## config.mk

```make
export PLATFORM = sky130hd
export DESIGN_NAME = csrng_cmd_arbiter
export DESIGN_NICKNAME = d
export VERILOG_FILES = /design/src/rtl/csrng_cmd_arbiter.sv
export SDC_FILE = /design/constraint.sdc
export NUM_CORES = 1
export LEC_CHECK = 0
export ABC_AREA = 1
export CORE_MARGIN = 5
export CORE_UTILIZATION = 34
export CTS_CLUSTER_DIAMETER = 80
export DETAILED_ROUTE_END_ITERATION = 6
export PLACE_DENSITY_LB_ADDON = 0.05
export SYNTH_ARGS = -nofsm -noshare
export SYNTH_HDL_FRONTEND = slang
export SYNTH_SLANG_ARGS = --single-unit
```

## constraint.sdc

```tcl
create_clock -name clk_i -period 2.7 [get_ports clk_i]
set_clock_uncertainty 0.1 [all_clocks]
set_input_delay 0.27 -clock clk_i [delete_from_list [all_inputs] [get_ports clk_i]]
set_output_delay 0.27 -clock clk_i [all_outputs]
set_load 0.1 [all_outputs]
```

## src/rtl/csrng_cmd_arbiter.sv

```systemverilog
// Round-robin arbiter sharing the CSRNG core command path, locking onto one requester per packet.
// Optional idle-beat abort while locked is compiled in with CSRNG_ARB_TIMEOUT_EN.
module csrng_cmd_arbiter #(
    parameter int NumApps       = 3,
    parameter int CmdFifoWidth  = 32,
    parameter int TimeoutCycles = 255,
    localparam int IdW          = $clog2(NumApps)
) (
    input  logic                            clk_i,
    input  logic                            rst_ni,
    input  logic                            enable_i,
    input  logic [NumApps-1:0]              req_i,
    output logic [NumApps-1:0]              gnt_o,
    input  logic [NumApps-1:0]              sop_i,
    input  logic [NumApps-1:0]              mop_i,
    input  logic [NumApps-1:0]              eop_i,
    input  logic [NumApps*CmdFifoWidth-1:0] bus_i,
    input  logic                            core_rdy_i,
    output logic                            core_vld_o,
    output logic                            core_sop_o,
    output logic                            core_eop_o,
    output logic [CmdFifoWidth-1:0]         core_bus_o,
    output logic [IdW-1:0]                  core_id_o,
    output logic                            busy_o,
    output logic                            timeout_o,
    output logic                            proto_err_o,
    output logic                            sm_err_o
);

    // Pairwise Hamming distance 4; all-zero and every other code fall into Error.
    typedef enum logic [5:0] {
        StIdle  = 6'b011100,
        StGnt   = 6'b101010,
        StLock  = 6'b110001,
        StError = 6'b000111
    } state_e;

    logic [5:0]              state_q;
    state_e                  state_d;
    logic [IdW-1:0]          owner_q, owner_d;
    logic [IdW-1:0]          last_q, last_d;
    logic                    vld_q, vld_d, sop_q, sop_d, eop_q, eop_d;
    logic [CmdFifoWidth-1:0] bus_q, bus_d;
    logic                    timeout_q, timeout_d;
    logic                    proto_q;

    logic                    legal;
    logic [NumApps-1:0]      any_beat;
    logic [NumApps-1:0]      owner_mask;
    logic                    owner_beat;
    logic                    proto_set;
    logic                    win_found;
    logic [IdW-1:0]          winner;
    int                      idx;
    logic                    to_hit;

    assign legal      = (state_q == StIdle) || (state_q == StGnt) || (state_q == StLock);
    assign any_beat   = sop_i | mop_i | eop_i;
    assign owner_mask = NumApps'(1) << owner_q;
    assign owner_beat = any_beat[owner_q];
    assign proto_set  = (state_q == StLock) ? |(any_beat & ~owner_mask) : |any_beat;

    always_comb begin
        win_found = 1'b0;
        winner    = '0;
        idx       = 0;
        for (int off = 1; off <= NumApps; off++) begin
            idx = (int'(last_q) + off) % NumApps;
            if (!win_found && req_i[idx]) begin
                win_found = 1'b1;
                winner    = IdW'(idx);
            end
        end
    end

`ifdef CSRNG_ARB_TIMEOUT_EN
    logic [7:0] cnt_q, cnt_d;

    always_comb begin
        cnt_d  = cnt_q;
        to_hit = 1'b0;
        if (state_q == StGnt) begin
            cnt_d = '0;
        end else if (state_q == StLock) begin
            if (owner_beat) begin
                cnt_d = '0;
            end else begin
                cnt_d  = cnt_q + 8'd1;
                to_hit = (cnt_d == 8'(TimeoutCycles));
            end
        end
    end

    always_ff @(posedge clk_i or negedge rst_ni) begin
        if (!rst_ni) cnt_q <= '0;
        else         cnt_q <= cnt_d;
    end
`else
    assign to_hit = 1'b0;
`endif

    always_comb begin
        state_d   = state_e'(state_q);
        owner_d   = owner_q;
        last_d    = last_q;
        vld_d     = 1'b0;
        sop_d     = 1'b0;
        eop_d     = 1'b0;
        bus_d     = '0;
        timeout_d = 1'b0;
        if (legal && !enable_i) begin
            state_d = StIdle;
            last_d  = IdW'(NumApps - 1);
        end else begin
            case (state_q)
                StIdle: begin
                    if (core_rdy_i && win_found) begin
                        state_d = StGnt;
                        owner_d = winner;
                        last_d  = winner;
                    end
                end
                StGnt:  state_d = StLock;
                StLock: begin
                    if (owner_beat) begin
                        vld_d = 1'b1;
                        sop_d = sop_i[owner_q];
                        eop_d = eop_i[owner_q];
                        bus_d = bus_i[int'(owner_q)*CmdFifoWidth +: CmdFifoWidth];
                        if (eop_i[owner_q]) state_d = StIdle;
                    end else if (to_hit) begin
                        timeout_d = 1'b1;
                        state_d   = StIdle;
                    end
                end
                StError: state_d = StError;
                default: state_d = StError;
            endcase
        end
    end

    always_ff @(posedge clk_i or negedge rst_ni) begin
        if (!rst_ni) begin
            state_q   <= StIdle;
            owner_q   <= '0;
            last_q    <= IdW'(NumApps - 1);
            vld_q     <= 1'b0;
            sop_q     <= 1'b0;
            eop_q     <= 1'b0;
            bus_q     <= '0;
            timeout_q <= 1'b0;
            proto_q   <= 1'b0;
        end else begin
            state_q   <= state_d;
            owner_q   <= owner_d;
            last_q    <= last_d;
            vld_q     <= vld_d;
            sop_q     <= sop_d;
            eop_q     <= eop_d;
            bus_q     <= bus_d;
            timeout_q <= timeout_d;
            proto_q   <= proto_q | proto_set;
        end
    end

    assign gnt_o       = (state_q == StGnt) ? owner_mask : '0;
    assign busy_o      = (state_q == StGnt) || (state_q == StLock);
    assign core_vld_o  = vld_q;
    assign core_sop_o  = sop_q;
    assign core_eop_o  = eop_q;
    assign core_bus_o  = bus_q;
    assign core_id_o   = owner_q;
    assign timeout_o   = timeout_q;
    assign proto_err_o = proto_q;
    assign sm_err_o    = !legal;

endmodule

```

==> results.cfg <==
[clocking]
cts_resized = 0
cts_sinks = 46
clk_root_buffer_cell = clkbuf_8
numCtsBuffers = 5
holdBufCountCts = 0
htreeDepth = 2
clkLatencyLatePin_ns = 0.29
cts.clk_slew.worst_paths_ns = 0.08
cts.path.max_buffers = 2
cts_tree = yes
post-cts-setup-buffers = 0

[drt]
wire_per_inst_um = 15.1
vias = 2548
viasPerCell = 4.68
drt-initial-drc-count = 46
wl_um = 8210
drtPass1Iterations = 4
ant_nets = 0
drc = 0

[logic_synthesis]
syn_area_per_cell_um2 = 8.48
ys_seq_area_share_pct = 46.4
synth_top_area_share_pct = 42.2
ys_types = 26
syn_area_um2 = 2490
synth-seq-cells = 46
synth.area.top_cells = dfrtp_1 (42%), a22o_1 (10%), nor2_1 (7.8%)
synthArstFlopShare_pct = 100
synth-main-ff-cell = dfrtp_1
yosys_warnings = 0
synth_edf_count = 0
syn_inst = 294
synth_nets = 410
synth_top_cell_by_area = dfrtp_1

[layout]
ff_latch_area_um2 = 1160
layout_commonest_cell = clkdlybuf4s50_1
drive_above_1_share_pct = 16.9
syn_to_final_growth_pct = 64.6
n_antenna_cell = 0
mostFrequentLayoutCells = clkdlybuf4s50_1 (110), nor2_1 (50), buf_4 (45)
multi_input_area_um2 = 1120
final_nets = 561
fill_cells = 692

[floorplan]
floorplan.initialDensity_pct = 34.5
fp.dieW_um = 95.6
dieArea_um2 = 9140
core_um2 = 7210
die_h_um = 95.6
pin_count = 156
rows = 31

[sta]
rsz0062_at_grt = no
setup_viol = 0
final.min_clock_period_ns = 2.10
tightest_slew_ns = 1.03
fmaxAchievable_mhz = 476
final.setup.worst_slack_ns = 0.601
slew_headroom_pct = 31.4
slew_violations = 0
timing.final.crit_share_pct = 77.7
whs_ns = 0.0482
hold_viol = 0

[power_and_ir_drop]
max-vdd-ir-drop_mv = 0.199
p_leak_nw = 2.02
power_mw = 1.49
p_seq_share_pct = 46.5
p_per_area_nw_per_um2 = 364
p_sw_mw = 0.325
swShare_pct = 21.8
clkPwrFrac_pct = 35.0
combPwrFrac_pct = 18.4
intPower_mw = 1.17

[place]
portBuffers = 154
dp_hpwl_um = 6380
gp_congestion = 0.808
dp_slack_ns = 0.480

[status]
outcome = complete, no violations

[job]
max-cap-violations = 0

[critical_path]
worstPathRequired_ns = 2.33
end_kind = output pin
startpoint_type = flop
cp.arrival_ns = 1.73
path_class = reg2out
cp_max_fo = 7
timing.rr.start = state_q[4]
crit_start = state_q[2]
r2r_cells = 6

[hold_path]
min_path_type = in2async

[global_route]
grt_max_degree = 47
first_global_vias = 2565
grt_pass1_wl_um = 12400
grt-ovfl-total = 0
track_usage_pct = 17.3
antenna_found_initial = 0
-- routing by layer --
layer	GRT usage, %	wire length (um)	vias to the layer above
met5	0	0	-
li1	-	-	1277
met2	30.3	4070	100
met1	20.3	3280	1165
met4	2.84	53	0
met3	6.71	810	6
-- power by group through the flow --
stage | combinational [mW] | clock [mW] | sequential (mW)
finish | 0.275 | 0.522 | 0.694
global route | 0.301 | 0.564 | 0.694
CTS | 0.278 | 0.536 | 0.694
detailed placement | 0.276 | 0 | 0.707
global placement | 0.272 | 0 | 0.707
floorplan | 0.0848 | 0 | 0.707
-- sequential cells by signal (all words and copies together) (netlist names) --
name	count
proto_err_o	1
core_eop_o	1
core_id_o	2
last_q	2
state_q	6
core_bus_o	32
core_vld_o	1
core_sop_o	1
-- logic make-up (layout without fill, tap and decap cells) --
kind of cell / after synthesis / count (layout) / synth area share [%]
buffers and inverters: 47 / 198 / 9.19
adders and majority gates: 4 / 4 / 2.01
AOI/OAI and AO/OA: 75 / 75 / 21.3
other: 1 / 1 / 0.150
DFF: 46 / 46 / 46.4
and+or+nand+nor: 121 / 121 / 20.9
-- cells in the mapped netlist (all sizes together) (4+ instances only) --
cell type  number
nand2          42
dfstp           4
ha              4
inv            34
nand3          14
buf            13
o21ai           8
a21oi          30
a221oi          4
nor3            4
nor2           59
a22o           29
dfrtp          42
-- worst paths after layout --
| kind | to | slack (ns) |
|---|---|---|
| max in group asynchronous | core_bus_o[16] | 1.81 |
| max | sm_err_o | 0.60 |
| min reg2reg | proto_err_o | 0.38 |
| min in group clk_i | proto_err_o | 0.38 |
| max reg2reg | core_bus_o[19] | 0.67 |
| min | proto_err_o | 0.05 |
-- layout make-up --
class | count | share of cell area, %
inverters | 34 | 3.11
repair buffers | 157 | 35.7
flip-flops and latches | 46 | 28.2
clock buffers | 6 | 2.01
clock inverters | 1 | 0.732
multi-input cells | 201 | 27.2
well taps | 99 | 3.02
-- through the flow --
| step | util, % | setup TNS, ns | std cells | area (um^2) |
|---|---|---|---|---|
| floorplan | - | -0.100 | 294 | 2500 |
| global placement | 55.3 | 0 | 537 | 3990 |
| detailed placement | 55.3 | 0 | 537 | 3990 |
| CTS | 56.9 | 0 | 544 | 4100 |
| global route | 56.9 | 0 | 544 | 4100 |
| finish | 56.9 | 0 | 544 | 4100 |
-- critical path, stage by stage (launching register included) --
cell and delay [ns]:
dfstp_2 0.55, nor2_1 0.05, nand4_1 0.29, nand3_1 0.18
inv_1 0.08, buf_4 0.28
(Power assumes the default switching activity.)
